## config.mk

```make
export PLATFORM = sky130hd
export DESIGN_NAME = reg_file_arbiter
export DESIGN_NICKNAME = d
export VERILOG_FILES = /design/src/rtl/regarb_pkg.sv /design/src/rtl/regarb_pick.sv /design/src/rtl/reg_file_arbiter.sv
export SDC_FILE = /design/constraint.sdc
export NUM_CORES = 1
export LEC_CHECK = 0
export CAP_MARGIN = 20
export CORE_ASPECT_RATIO = 1.2
export CORE_MARGIN = 4
export CORE_UTILIZATION = 33
export CTS_BUF_LIST = sky130_fd_sc_hd__clkbuf_8
export DETAILED_ROUTE_END_ITERATION = 16
export GPL_TIMING_DRIVEN = 0
export PLACE_DENSITY = 0.83
export SLEW_MARGIN = 40
export SYNTH_ARGS = -nofsm -noshare
export SYNTH_HDL_FRONTEND = slang
export SYNTH_SLANG_ARGS = --single-unit
```

## constraint.sdc

```tcl
create_clock -name clk -period 2.3 [get_ports clk]
set_input_delay 0.46 -clock clk [delete_from_list [all_inputs] [get_ports clk]]
set_output_delay 0.46 -clock clk [all_outputs]
set_load 0.05 [all_outputs]
```

## src/rtl/regarb_pkg.sv

```systemverilog
// regarb_pkg: shared types and constants for the register-file arbiter.
// Optional feature macro used by this slice: REGARB_ROUND_ROBIN_EN.
package regarb_pkg;

  localparam int RF_SEL_W  = 2;
  localparam int RF_DATA_W = 8;

  // Arbiter FSM: free, or locked to one requester.
  typedef enum logic [1:0] {
    IDLE  = 2'd0,
    OWN_A = 2'd1,
    OWN_B = 2'd2
  } state_e;

  // Requester identity as carried in the response pipeline and RR pointer.
  typedef enum logic {
    OWNER_A = 1'b0,
    OWNER_B = 1'b1
  } owner_e;

endpackage

```

## src/rtl/regarb_pick.sv

```systemverilog
// regarb_pick: two-way picker used while the arbiter is IDLE.
// REGARB_ROUND_ROBIN_EN defined: round-robin with a preferred-requester flop.
// REGARB_ROUND_ROBIN_EN undefined: fixed priority, A over B, no flop.
module regarb_pick
  import regarb_pkg::*;
(
  input  logic clk,
  input  logic reset,
  input  logic a_valid_i,
  input  logic b_valid_i,
  input  logic accept_i,        // a transaction was accepted this cycle
  input  logic accept_owner_i,  // which requester it belonged to (OWNER_*)
  output logic pick_b_o         // 1 = B wins the contest, 0 = A (or nobody)
);

`ifdef REGARB_ROUND_ROBIN_EN
  // ptr_q names the requester that wins the next contested cycle.
  logic ptr_q, ptr_d;

  // After any accepted transaction, prefer the requester that was not served.
  always_comb begin
    ptr_d = ptr_q;
    if (accept_i) begin
      ptr_d = ~accept_owner_i;
    end else begin
      ptr_d = ptr_q;
    end
  end

  // Preferred-requester flop, starts out favouring A.
  always_ff @(posedge clk or posedge reset) begin
    if (reset) begin
      ptr_q <= OWNER_A;
    end else begin
      ptr_q <= ptr_d;
    end
  end

  // Contest resolved by the pointer; otherwise whoever is valid.
  always_comb begin
    pick_b_o = 1'b0;
    if (a_valid_i && b_valid_i) begin
      pick_b_o = (ptr_q == OWNER_B);
    end else begin
      pick_b_o = b_valid_i;
    end
  end
`else
  // Fixed priority needs no history.
  logic unused_s;
  assign unused_s = ^{clk, reset, accept_i, accept_owner_i};

  // B only wins when A is not asking.
  always_comb begin
    pick_b_o = b_valid_i && !a_valid_i;
  end
`endif

endmodule

```

## src/rtl/reg_file_arbiter.sv

```systemverilog
// reg_file_arbiter: shares register-file read port 0 and the write port
// between the core (A) and the debug port (B), with locked sequences and a
// lock watchdog. Optional macro: REGARB_ROUND_ROBIN_EN (round-robin picking).
module reg_file_arbiter
  import regarb_pkg::*;
#(
  parameter int LOCK_MAX = 8
) (
  input  logic                 clk,
  input  logic                 reset,
  input  logic                 a_req_valid,
  input  logic                 a_req_wr,
  input  logic [RF_SEL_W-1:0]  a_req_sel,
  input  logic [RF_DATA_W-1:0] a_req_wdata,
  input  logic                 a_req_lock,
  output logic                 a_req_ready,
  output logic                 a_rsp_valid,
  output logic [RF_DATA_W-1:0] a_rsp_data,
  input  logic                 b_req_valid,
  input  logic                 b_req_wr,
  input  logic [RF_SEL_W-1:0]  b_req_sel,
  input  logic [RF_DATA_W-1:0] b_req_wdata,
  input  logic                 b_req_lock,
  output logic                 b_req_ready,
  output logic                 b_rsp_valid,
  output logic [RF_DATA_W-1:0] b_rsp_data,
  output logic                 rf_rd_en_0,
  output logic [RF_SEL_W-1:0]  rf_rd_sel_0,
  output logic                 rf_wr_en,
  output logic [RF_SEL_W-1:0]  rf_wr_sel,
  output logic [RF_DATA_W-1:0] rf_wr_data,
  input  logic [RF_DATA_W-1:0] rf_rd_data_0,
  output logic                 lock_err
);

  localparam int CNT_W = (LOCK_MAX > 1) ? $clog2(LOCK_MAX) : 1;
  localparam logic [CNT_W-1:0] CNT_LAST = CNT_W'(LOCK_MAX - 1);

  state_e               state_q, state_d;
  logic [CNT_W-1:0]     cnt_q, cnt_d;
  logic                 lock_err_q, lock_err_d;
  logic                 rsp_pend_q, rsp_pend_d;
  logic                 rsp_owner_q, rsp_owner_d;

  logic                 pick_b_s;
  logic                 a_ready_s, b_ready_s;
  logic                 grant_a_s, grant_b_s, grant_s;
  logic                 g_wr_s, g_lock_s;
  logic [RF_SEL_W-1:0]  g_sel_s;
  logic [RF_DATA_W-1:0] g_wdata_s;

  regarb_pick u_pick (
    .clk            (clk),
    .reset          (reset),
    .a_valid_i      (a_req_valid),
    .b_valid_i      (b_req_valid),
    .accept_i       (grant_s),
    .accept_owner_i (grant_b_s),
    .pick_b_o       (pick_b_s)
  );

  // Ready per requester: picker decides in IDLE, the owner alone while locked.
  always_comb begin
    a_ready_s = 1'b0;
    b_ready_s = 1'b0;
    if (reset) begin
      a_ready_s = 1'b0;
      b_ready_s = 1'b0;
    end else begin
      case (state_q)
        IDLE: begin
          a_ready_s = a_req_valid && !pick_b_s;
          b_ready_s = b_req_valid && pick_b_s;
        end
        OWN_A:   a_ready_s = a_req_valid;
        OWN_B:   b_ready_s = b_req_valid;
        default: begin
          a_ready_s = 1'b0;
          b_ready_s = 1'b0;
        end
      endcase
    end
  end

  assign a_req_ready = a_ready_s;
  assign b_req_ready = b_ready_s;
  assign grant_a_s   = a_req_valid && a_ready_s;
  assign grant_b_s   = b_req_valid && b_ready_s;
  assign grant_s     = grant_a_s || grant_b_s;

  // Select the fields of whichever requester holds the grant.
  always_comb begin
    if (grant_b_s) begin
      g_wr_s    = b_req_wr;
      g_lock_s  = b_req_lock;
      g_sel_s   = b_req_sel;
      g_wdata_s = b_req_wdata;
    end else begin
      g_wr_s    = a_req_wr;
      g_lock_s  = a_req_lock;
      g_sel_s   = a_req_sel;
      g_wdata_s = a_req_wdata;
    end
  end

  // Drive the register file from the granted transaction; quiet otherwise.
  always_comb begin
    rf_rd_en_0  = 1'b0;
    rf_rd_sel_0 = '0;
    rf_wr_en    = 1'b0;
    rf_wr_sel   = '0;
    rf_wr_data  = '0;
    if (grant_s && !g_wr_s) begin
      rf_rd_en_0  = 1'b1;
      rf_rd_sel_0 = g_sel_s;
    end else if (grant_s && g_wr_s) begin
      rf_wr_en    = 1'b1;
      rf_wr_sel   = g_sel_s;
      rf_wr_data  = g_wdata_s;
    end else begin
      rf_rd_en_0  = 1'b0;
    end
  end

  // Lock entry/exit and watchdog; an owner releasing on time is not an error.
  always_comb begin
    state_d    = state_q;
    cnt_d      = cnt_q;
    lock_err_d = 1'b0;
    case (state_q)
      IDLE: begin
        if (grant_s && g_lock_s) begin
          state_d = grant_b_s ? OWN_B : OWN_A;
          cnt_d   = '0;
        end else begin
          state_d = IDLE;
        end
      end
      OWN_A, OWN_B: begin
        if (grant_s && !g_lock_s) begin
          state_d = IDLE;
          cnt_d   = '0;
        end else if (cnt_q == CNT_LAST) begin
          state_d    = IDLE;
          cnt_d      = '0;
          lock_err_d = 1'b1;
        end else begin
          cnt_d = cnt_q + 1'b1;
        end
      end
      default: begin
        state_d = IDLE;
        cnt_d   = '0;
      end
    endcase
  end

  // Remember who owns the read in flight so its data is routed next cycle.
  always_comb begin
    rsp_pend_d  = grant_s && !g_wr_s;
    rsp_owner_d = grant_b_s ? OWNER_B : OWNER_A;
  end

  // State, watchdog counter, error pulse and response pipeline registers.
  always_ff @(posedge clk or posedge reset) begin
    if (reset) begin
      state_q     <= IDLE;
      cnt_q       <= '0;
      lock_err_q  <= 1'b0;
      rsp_pend_q  <= 1'b0;
      rsp_owner_q <= OWNER_A;
    end else begin
      state_q     <= state_d;
      cnt_q       <= cnt_d;
      lock_err_q  <= lock_err_d;
      rsp_pend_q  <= rsp_pend_d;
      rsp_owner_q <= rsp_owner_d;
    end
  end

  assign lock_err    = lock_err_q;
  assign a_rsp_valid = rsp_pend_q && (rsp_owner_q == OWNER_A);
  assign b_rsp_valid = rsp_pend_q && (rsp_owner_q == OWNER_B);
  assign a_rsp_data  = a_rsp_valid ? rf_rd_data_0 : '0;
  assign b_rsp_data  = b_rsp_valid ? rf_rd_data_0 : '0;

endmodule

```

Word-level counts from Yosys, hierarchy flattened
Index checks and enable logic that the tools add are counted.
{ "totals": {"register_bits": 8, "input_bits": 36} }
{ "op_classes": {"n_addsub": 1, "eq_ne": 5, "muxes": 31, "n_bitwise": 1, "reduce_logical": 18} }
{ "op_table": {"columns": ["op", "n"], "rows": [
  ["8-bit two-way mux", 5],
  ["2-bit two-way mux", 8],
  ["1-bit logical AND", 11],
  ["1-bit two-way mux", 11],
  ["3-bit two-way mux", 3],
  ["3-bit one-hot mux with 2 select lines", 1],
  ["1-bit logical NOT", 4],
  ["1-bit one-hot mux with 2 select lines", 2],
  ["2-bit one-hot mux with 2 select lines", 1],
  ["3-bit by 1-bit adder with 3-bit output (second input constant)", 1],
  ["3-bit == test (second input constant)", 1],
  ["3-bit inequality test (second input constant)", 1],
  ["2-bit by 1-bit == test with 1-bit output (second input constant)", 1],
  ["2-bit == test (second input constant)", 1],
  ["2-bit logical NOT", 1],
  ["2-bit inequality test (second input constant)", 1],
  ["2-bit OR reduction", 1],
  ["1-bit logical OR", 1],
  ["1-bit NOT", 1]
]} }

Longest topological paths before layout
{ "logic_depth": {"word_depth": 11, "mapped_depth": 8, "mapped_depth_nobuf": 7} }

Modules after synthesis
A second synthesis with hierarchy kept.
{ "unflattened": {"hier_cells": 111, "area_unflattened_um2": 943.4} }
{ "modules_own_cells": {"columns": ["mod", "instances", "cells_per_inst", "area_per_inst_um2", "seq_area_each_um2"], "rows": [
  ["reg_file_arbiter", 1, 110, 929.6, 200.2],
  ["regarb_pick", 1, 1, 13.8, 0.0]
]} }

Worst setup path after synthesis
OpenSTA, ideal clock, no wires.
{ "synth_path": {"kind": "reg2out", "start": "reg state_q[0]", "end": "out rf_wr_data[0]", "arrival_ns": 2.249, "required_ns": 1.840, "setup_slack_ns": -0.409, "stages_incl_launch_ff": 8, "n_path_buf": 1, "path_cell_list": "dfrtp_1 inv_1 ha_1 and3b_1 o21ai_4 clkbuf_1 nand2_1 a21oi_1"} }
{ "synth_via": {"elab_chain_cells": 8} }
{ "synth_rtl": {"columns": ["item", "line", "source"], "rows": [
  ["start, declared", "reg_file_arbiter.sv:39", "state_e state_q, state_d;"],
  ["start signal, assigned", "reg_file_arbiter.sv:173", "state_q <= state_d;"],
  ["2-bit == test, or another cell as far along", "reg_file_arbiter.sv:70", "case (state_q)"],
  ["1-bit one-hot mux with 2 select lines", "reg_file_arbiter.sv:70", null],
  ["1-bit two-way mux", "reg_file_arbiter.sv:66", "if (reset) begin"],
  ["1-bit logical AND (on tied branches)", "reg_file_arbiter.sv:88, reg_file_arbiter.sv:87", null],
  ["1-bit two-way mux / 1-bit logical OR (equally long branches)", "reg_file_arbiter.sv:93, reg_file_arbiter.sv:89", null],
  ["1-bit logical AND / 1-bit logical NOT (equally long branches)", "reg_file_arbiter.sv:116, reg_file_arbiter.sv:113", null],
  ["8-bit two-way mux / 1-bit logical AND (equally long branches)", "reg_file_arbiter.sv:116, reg_file_arbiter.sv:113", null],
  ["8-bit two-way mux (*)", "reg_file_arbiter.sv:113", "if (grant_s && !g_wr_s) begin"],
  ["end, declared", "reg_file_arbiter.sv:31", "output logic [RF_DATA_W-1:0] rf_wr_data,"]
]} }
Mark *: on every way between the ends. The rest lies on a longest branch, timed or not.

Worst setup path in the final report
{ "layout_path": {"start": "reg state_q[1]", "end": "out rf_wr_en"} }
{ "layout_via": {"elab_chain_cells": 8} }
{ "layout_rtl": {"columns": ["item", "line", "source"], "rows": [
  ["2-bit == test, or another cell as far along", "reg_file_arbiter.sv:70", null],
  ["1-bit one-hot mux with 2 select lines", "reg_file_arbiter.sv:70", null],
  ["1-bit two-way mux", "reg_file_arbiter.sv:66", null],
  ["1-bit logical AND (on tied branches)", "reg_file_arbiter.sv:88, reg_file_arbiter.sv:87", null],
  ["1-bit two-way mux / 1-bit logical OR (equally long branches)", "reg_file_arbiter.sv:93, reg_file_arbiter.sv:89", null],
  ["1-bit logical AND / 1-bit logical NOT (equally long branches)", "reg_file_arbiter.sv:116, reg_file_arbiter.sv:113", null],
  ["1-bit two-way mux / 1-bit logical AND (equally long branches)", "reg_file_arbiter.sv:116, reg_file_arbiter.sv:113", null],
  ["1-bit two-way mux (*)", "reg_file_arbiter.sv:113", null],
  ["end, declared", "reg_file_arbiter.sv:29", "output logic rf_wr_en,"]
]} }
Marked as above.

==> summary.md <==
| Metric | Value |
|---|---|
| Worst setup path category | flip-flop to primary output |
| Critical path arrival | ~2.2 ns |
| Share of the yosys chip area belonging to registers | 23.9% |
| Final hold violations | 0 |
| Number of buffers created by CTS | 3 |
| Final Max Tran Viols | 0 |
| Final weighted congestion of routability-driven global placement | 0.852 |
| Remaining design rule violation count | 0 |
| Maximum frequency from static timing analysis | 0.382 GHz |
| Maximum number of pins on one net before global-route repair | 11 |
| Clock-pin slew on the worst setup and hold paths | around 0.04 ns |
| Via density per instance | 5.25 |
| YS warnings | 0 |
| I/O Buffers | 70 |
| Number of buffer and inverter instances along the worst setup path | 4 |
| Share of post-route cells with drive strength above 1 | a little over two fifths |
| Residual antenna-violating net count after detailed routing | 0 |
| Clock tree from TritonCTS | yes |
| Number of antenna violations at the first check in global routing | 0 |
| Crit-path max cell delay | 0.38 ns |
| Number of fill cells in the layout | approximately 120 |
| Pin slew with the least headroom to its limit | 0.716 ns |
| Final worst hold slack | 0.408 ns |
| Aggregate global routing overflow | 0 |
| Maximum capacitance violations | 0 |
| Drt total wl | around 4300 microns |
| Fin cells | 231 |
| Syn Std Cell Area | 838 sq um |
| Leakage | 0.961 nW |
| Family with the most delay on the worst path | buffers and inverters |
| Total negative slack | -4.56 ns |
| Core footprint | 2350 sq um |
| Post-synthesis net count | 150 |
| Setup crit start kind | flip-flop |
| Worst voltage drop across the vdd grid | 0.464 mV |
| Number of detailed-route iterations in the first pass | 4 |
| Register bit total from synthesis | 8 |
| Net total in the final layout | between 200 and 250 |
| Cells along the critical path | inv_2 > ha_4 > and3b_2 > o21ai_4 > mux2i_4 > buf_8 > clkinvlp_4 > buf_6 |
| Row count | 19 |
| Vias in the first global route | ~1300 |
| Setup repair after global routing missed its margin | yes |
| Number of buffers inserted by hold repair at cts | 0 |
| Cells after Synth | 108 |
| Max FO, Critical Path | 5 |
| Effective utilization at floorplan | 35.6% |
| Commonest non-fill, non-tap cells in the layout | 34 x clkdlybuf4s50_1, 17 x buf_6, 16 x nand2_1 |
| Die W | 54.0 microns |
| Top-level I/O count | between 70 and 80 |
| Hold/Removal Path Class | input pin to asynchronous set/reset pin |
| Average size of a mapped cell | 7.76 sq um |
| Number of placed instances, taps included | around 210 |
| Die Ht | 63.2 microns |
| Die Area | ~3400 sq um |
| Post-detail-place hpwl | 2740 microns |
| Post-route minimum period | about 2.6 ns |
| H-tree depth | 1 |
| Final worst path period share | 114% |
| Sinks on the clock net | 8 |
| Setup skew after layout | 0.00407 ns |
| Violations in the final reports | setup timing |
| CTS root buffer | clkbuf_8 |
| Total routing resource utilization after global routing | 23.9% |
| Final setup fails | 21 |
| Post-synthesis to final-layout area growth | 137% |
| Worst relative slew slack | between 50 and 60% |
| Pwr dens | 419 nW/um^2 |
| Initial detailed-routing violation count | 40 |
| WL per Instance | about 18 microns |
| Status | finished with violations |
| Cell type of the slowest stage on the worst timing path | dfrtp_1 |
| Netlist cell types | 26 |
| Most frequent standard cell in the layout excluding fill and tap cells | clkdlybuf4s50_1 |
| Post-layout instance area | about 2000 sq um |
| Worst setup margin | -0.319 ns |
| Critical path capture point type | primary output |
| Number of inserted diodes | 0 |
| Clock Path Buffers | 2 |
| Clk Latency, worst-skew pair | roughly 0.23 ns |
| Via Count | between 1000 and 1500 |
| Wire length of the first global-routing pass | 6100 microns |
| Required time of the critical path | 1.84 ns |
| Post-detailed-placement cell area | roughly 1700 sq um |
==> repair_timing <==
action	4_1_cts	5_1_grt
buffers inserted	13	8
endpoints found under the setup margin	33	28
pin swaps	10	8
gates resized for setup	152	32
gates cloned	2	0
==> metrics by stage <==
stage	worst slack, ns	util [%]	power (mW)
floorplan	-0.0986	-	0.404
global placement	-1.06	70.5	0.545
detailed placement	-1.08	70.5	0.555
CTS	-0.215	82.0	0.786
global route	-0.388	84.3	0.871
finish	-0.319	84.3	0.831
==> cells by family (layout without fill, tap and decap cells) <==
logic type / count (synthesis) / in the layout / share of synthesized area (%)
muxes: 8 / 8 / 10.1
buffers and inverters: 13 / 105 / 5.97
DFF: 8 / 8 / 23.9
adders and majority gates: 6 / 6 / 8.95
and+or+nand+nor: 53 / 53 / 33.1
AOI/OAI and AO/OA: 20 / 20 / 17.9
==> flip-flops by register name, indices dropped and copies added, names as in the netlist <==
register	count
state_q	2
rsp_pend_q	1
rsp_owner_q	1
cnt_q	3
lock_err	1
==> report_power, final <==
group	total (mW)	internal [mW]	switching (mW)
sequential	0.167	0.153	0.0134
clock	0.166	0.113	0.0531
combinational	0.498	0.224	0.273
total	0.831	0.491	0.340
==> cell usage after synthesis, drive strengths merged <==
master | number | area share, %
a21oi | 10 | 6.0
nor3 | 2 | 1.2
nand4 | 1 | 0.75
buf | 1 | 0.60
nor2b | 2 | 1.5
dfrtp | 8 | 24
and3 | 9 | 6.7
nand2b | 3 | 2.2
inv | 9 | 4.0
nor2 | 5 | 2.2
and2 | 9 | 6.7
ha | 6 | 9.0
nand3b | 2 | 1.8
mux2 | 4 | 5.4
and3b | 1 | 1.0
clkbuf | 3 | 1.3
a2111oi | 1 | 1.0
o21ai | 1 | 1.9
nand2 | 18 | 8.1
a211oi | 6 | 6.6
a311o | 1 | 1.2
nor3b | 1 | 0.90
mux2i | 4 | 4.8
o211a | 1 | 1.2
==> routing by layer <==
metal / wire length [microns] / global-route usage [%]
met5: 0 / 0
met1: 1540 / 24.3
met2: 2160 / 41.7
met3: 426 / 8.02
met4: 134 / 11.2
==> worst paths after layout <==
check,startpoint,slack (ns),to,cells past startpoint
min in group clk,cnt_q[1],0.51,cnt_q[1],1
max reg2reg,state_q[1],-0.17,state_q[1],12
max,state_q[1],-0.32,rf_wr_en,8
max in group asynchronous,reset,1.65,cnt_q[2],2
min,reset,0.41,cnt_q[1],2
min reg2reg,cnt_q[1],0.51,cnt_q[1],1
==> final cells by class <==
| cell class | instances | area [sq um] | share of cell area (%) |
|---|---|---|---|
| Tap cell | 31 | 38.8 | 1.95 |
| Buffer | 3 | 33.8 | 1.70 |
| Timing Repair Buffer | 90 | 856 | 43.1 |
| Inverter | 9 | 37.5 | 1.89 |
| Sequential cell | 8 | 200 | 10.1 |
| Multi-Input combinational cell | 87 | 777 | 39.2 |
| Clock buffer | 3 | 41.3 | 2.08 |
No activity file was read; power rests on OpenSTA's default activity.
==> RTL change 1: new RTL, same flow settings <==
`LOCK_MAX`: 8 -> 32.
--- a/src/rtl/reg_file_arbiter.sv
+++ b/src/rtl/reg_file_arbiter.sv
@@ -4,7 +4,7 @@
 module reg_file_arbiter
   import regarb_pkg::*;
 #(
-  parameter int LOCK_MAX = 8
+  parameter int LOCK_MAX = 32
 ) (
   input  logic                 clk,
   input  logic                 reset,
Check against the original RTL: not equivalent (a bounded check fails within 10 cycles, from zero or initial values and one cycle with reset high).
==> RTL change 1 against the unedited design <==
Critical path depth is 1 higher; design area is 1.2% higher; synthesized area is 11% higher; sequential cell count is 2 higher; final cell count is 2.2% higher; routed wire length is 9.2% lower; synthesized cell count is 10% higher; worst setup slack better by 86 ps; non-clock buffer count is 8 lower; the flow still finishes with violations (setup timing); power is 0.29% higher; combinational power is 9.2% lower; via count is 1.2% lower.
==> RTL change 1: results (changes against the unedited design) <==
Setup path
  • RR Endpoint: cnt_q[2]$_DFFE_PP0P_
  • Top cell family by delay on the critical path: simple AND/OR/NAND/NOR gates
  • Reg2reg setup slack: 120 ps (+290 ps)
  • Crit path DAT: 2070 ps (-90 ps)
  • CP max FO: 6 (+1)
  • Setup crit start: state_q[0]$_DFFE_PP0P_

Placement
  • DP HPWL: 2.844 mm (+3.7%)
  • Gpl congestion: 0.7887 (-7.4%)
  • Inst Count DP: 222 (+6.2%)
  • Placed instance area: 1853 um2 (+12%)
  • Dpl ws: -1169 ps (-84.18 ps)

STA
  • # setup viols final: 15 (-29%)
  • Setup_tns: -2930 ps (+1626 ps)
  • Layout Skew: 6.737 ps (+2.664 ps)
  • Slew @ Worst Pin: 546.6 ps (-169.4 ps)
  • Worst setup margin: -232.9 ps (+86.16 ps)
  • WHS: 434.5 ps (+26.63 ps)

Yosys
  • Seq/Total Area, Yosys: 26.92% (+3.0 points)
  • Synthesized Nets: 161 (+7.3%)
  • Synth Instances: 119 (+10%)

Final layout
  • Register share of the cell area: 12.46% (+2.4 points)
  • Non-clk buf share: 40.25% (-4.6 points)
  • Non-CTS inverters: 11 (+2)
  • Non-clock buffers: 85 (-8.6%)
  • N_diodes: 0 (unchanged)
  • Final clock-cell share: 2.056% (-0.025 points)
  • Nets: 247 (+1.2%)
  • Fillers: 178 (+44%)
  • Non-Filler Instances: 236 (+2.2%)
  • Biggest regs: cnt_q x5, state_q x2
  • Multi-Input Combinational: 94 (+8.0%)
  • Share of cells above drive strength 1: 38.42% (-3.6 points)

Pwr
  • Total combinational power: 0.452 mW (-9.2%)
  • Sw frac: 40.56% (-0.36 points)
  • Leakage: 0.9375 nW (-2.4%)
  • Clock power share: 21.8% (+1.8 points)
  • VDD IR-drop max: 0.0005153 V (+11%)
  • Total Power: 0.8331 mW (+0.29%)

GRT
  • Total GRT Usage: 21.43% (-2.4 points)
  • Vias in the first global route: 1305 (+2.0%)
  • Global Route met1 Usage: 21.04% (-3.3 points)
  • Met3 GRT Util: 3.320% (-4.7 points)
  • Met2 Use GR: 42.77% (+1.1 points)
  • First-pass GRT wire length: 6.216 mm (+1.9%)

Outcome
  • Failing checks: setup timing
  • Status: complete, but fails checks

CTS
  • Post-CTS setup repair buffer count: 7 (-6)
  • Post-cts resize count: 136 (-11%)
  • Clock sinks: 10 (+2)

Drt
  • Met2 WL: 2.159 mm (about the same)
  • DR vias: 1199 (-1.2%)
  • Final WL: 3.868 mm (-9.2%)
  • Iteration-0 DRC Markers: 39 (-2.5%)
  • Routed metal-1 wirelength: 1.380 mm (-11%)
  • Metal3 WL: 210 um (-51%)

Die
  • Core box area: 2628 um2 (+12%)
==> RTL change 1: cell count changes after synthesis, sizes merged, moves of 2 or more <==
| cell | unedited run | this run |
|---|---|---|
| a211oi | 6 | 0 |
| mux2 | 4 | 0 |
| nand2 | 18 | 22 |
| a22o | 0 | 2 |
| dfrtp | 8 | 10 |
| inv | 9 | 11 |
| mux2i | 4 | 2 |
| nand3 | 0 | 2 |
| o21ai | 1 | 3 |
| o31ai | 0 | 2 |
==> RTL change 1: cells by family after synthesis <==
family	after synthesis	share of synthesized area (%)
AND/OR/NAND/NOR	63	34.86
adder cells (fa/ha/maj)	6	8.075
buffers and inverters	15	6.326
flip-flops	10	26.92
multiplexers	2	2.154
AO/OA/AOI/OAI	23	21.67
==> RTL change 1: worst reg2reg max path, stage by stage, from the launching register on <==
cell and delay (ps):
dfrtp_1 400, inv_2 130, ha_4 160, and3b_2 230, o21ai_4 80, buf_4 150
buf_4 140, a311oi_4 410, nand2b_1 230, o311ai_1 100
==> RTL change 2: new RTL, same flow settings <==
Made on the original files. Remove the register `lock_err_q`: a continuous assignment takes its place, so the output `lock_err` follows one clock earlier.
--- a/src/rtl/reg_file_arbiter.sv
+++ b/src/rtl/reg_file_arbiter.sv
@@ -166,17 +166,17 @@
     if (reset) begin
       state_q     <= IDLE;
       cnt_q       <= '0;
-      lock_err_q  <= 1'b0;
       rsp_pend_q  <= 1'b0;
       rsp_owner_q <= OWNER_A;
     end else begin
       state_q     <= state_d;
       cnt_q       <= cnt_d;
-      lock_err_q  <= lock_err_d;
       rsp_pend_q  <= rsp_pend_d;
       rsp_owner_q <= rsp_owner_d;
     end
   end
+
+  assign lock_err_q = lock_err_d;
 
   assign lock_err    = lock_err_q;
   assign a_rsp_valid = rsp_pend_q && (rsp_owner_q == OWNER_A);
Formal check against the unedited RTL: not equivalent (Yosys sat finds a counterexample within 10 cycles, from zero or initial values and one cycle with reset high).
==> RTL change 2 against the unedited design <==
The flow still finishes with violations (setup timing); routed wire length grew 5.6%; critical path type unchanged; die area fell by 2.2%; sequential cell count fell by 1; non-clock buffer count increased by 2; final cell count is 0.87% higher; worst setup slack better by 41 ps; core utilization is 0.11 points higher; power shrank 1.8%; clock skew shrank 1.3 ps; largest power group unchanged; count of clock-buffer cells in the layout stayed put; hold slack better by 18 ps; design area decreased by 0.88%; synthesized area down 2.5%.
==> RTL change 2: results (changes against the unedited design) <==
CTS
  • CTS max path bufs: 2 (unchanged)
  • Root Driver: clkbuf_8
  • Num CTS Buffers: 3 (unchanged)
  • Clock latency at the later pin of the worst-skew pair: 230 ps (about the same)
  • H-Tree Depth: 1 (unchanged)

Outcome
  • Status: complete, but fails checks
  • Failing checks: setup timing

Drt
  • Iteration-0 DRC Markers: 34 (-15%)
  • Routed metal-1 wirelength: 1.664 mm (+7.8%)
  • Met2 WL: 2.389 mm (+11%)
  • Highest metal used: met4
  • Drt first pass iters: 4 (unchanged)
  • Final WL: 4.500 mm (+5.6%)
  • Metal3 WL: 404 um (-5.2%)
  • Via density: 5.120 (-2.5%)

STA
  • Slew @ Worst Pin: 505.2 ps (-210.8 ps)
  • Layout Skew: 2.731 ps (-1.342 ps)
  • Setup_tns: -3454 ps (+1102 ps)
  • # setup viols final: 16 (-24%)
  • Worst setup margin: -278.3 ps (+40.78 ps)

GRT
  • First-pass GRT wire length: 6.113 mm (+0.23%)
  • Vias in the first global route: 1198 (-6.3%)
  • Initial antenna violation count: 0 (unchanged)
  • Global Route met1 Usage: 26.32% (+2.0 points)
  • Met2 Use GR: 45.25% (+3.6 points)
  • Met3 GRT Util: 5.967% (-2.1 points)
  • Largest net degree at the start of global routing: 11 (unchanged)
  • Total GRT Usage: 24.22% (+0.36 points)

Yosys
  • Synthesized Nets: 149 (-0.67%)
  • Avg Synthesized Cell Area: 7.636 um2 (-1.6%)
  • Top FF cell, synth: dfrtp_1
  • Commonest cells post-synth: nand2_1, a21oi_1, and2_1, and3_1, inv_1
  • Yosys warnings: 0 (unchanged)
  • Synth area leaders: dfrtp_1, ha_1, nand2_1
  • Seq/Total Area, Yosys: 21.44% (-2.4 points)
  • Netlist cell types: 26 (unchanged)

Pwr
  • VDD IR-drop max: 0.0004666 V (+0.62%)
  • Internal power: 0.4682 mW (-4.6%)
  • Leakage: 0.9585 nW (-0.23%)

Placement
  • Inst Count DP: 208 (-0.48%)
  • Placed instance area: 1644 um2 (-0.98%)
  • Dpl ws: -1114 ps (-29.73 ps)
  • Gpl congestion: 0.8209 (-3.7%)
  • DP HPWL: 2.841 mm (+3.6%)

Final layout
  • N_diodes: 0 (unchanged)
  • Non-Filler Instances: 233 (+0.87%)
  • Nets: 245 (+0.41%)
  • Share of cells above drive strength 1: 43.07% (+1.1 points)
  • Biggest regs: cnt_q x3, state_q x2

Setup path
  • CP max stage delay: 360 ps (-20 ps)
  • Crit path DAT: 2120 ps (-40 ps)
  • CP max stage cell: dfrtp_1

Hold path
  • Hold Crit Class: primary input to async pin
[RTL change 2: final cells by class]
class,count,area [um2]
buffer,4,47.55
clock buffer,3,41.29
clock inverter,1,3.754
fill,127,362.8
inverter,9,37.54
multi-input combinational,87,784.5
sequential,7,175.2
tap,31,38.79
timing repair buffer,91,838.3
[RTL change 2: kinds of logic after synthesis]
kind of cell | Yosys count | synth area share (%)
and+or+nand+nor | 53 | 34.00
DFF | 7 | 21.44
adders and majority gates | 6 | 9.188
buffers and inverters | 13 | 6.125
AOI/OAI and AO/OA | 20 | 18.84
muxes | 8 | 10.41
[RTL change 2: timing repair]
action | CTS | global route
hold buffers | 0 | 0
setup buffers | 7 | 12
gates resized for setup | 152 | 34
gates cloned | 2 | 0
setup endpoints to repair | 34 | 25
hold endpoints to repair | 0 | 0
pin swaps | 7 | 5
[RTL change 2: power groups by stage]
stage | clock (mW) | combinational, mW | sequential, mW
after CTS | 0.170 | 0.442 | 0.147
final | 0.169 | 0.498 | 0.148
after global routing | 0.182 | 0.519 | 0.149
after global placement | 0 | 0.383 | 0.148
after detailed placement | 0 | 0.393 | 0.149
after floorplan | 0 | 0.244 | 0.145
[RTL change 2: worst paths after layout]
path	start	to	slack [ps]	depth (start not counted)
max in group asynchronous	reset	cnt_q[0]$_DFFE_PP0P_	1640	2
min in group clk	cnt_q[1]$_DFFE_PP0P_	cnt_q[1]$_DFFE_PP0P_	490	1
hold reg to reg	cnt_q[1]$_DFFE_PP0P_	cnt_q[1]$_DFFE_PP0P_	490	1
hold / removal	reset	rsp_owner_q$_DFF_PP0_	430	2
setup / recovery	state_q[0]$_DFFE_PP0P_	rf_wr_data[5]	-280	8
setup reg to reg	state_q[0]$_DFFE_PP0P_	cnt_q[0]$_DFFE_PP0P_	30	9
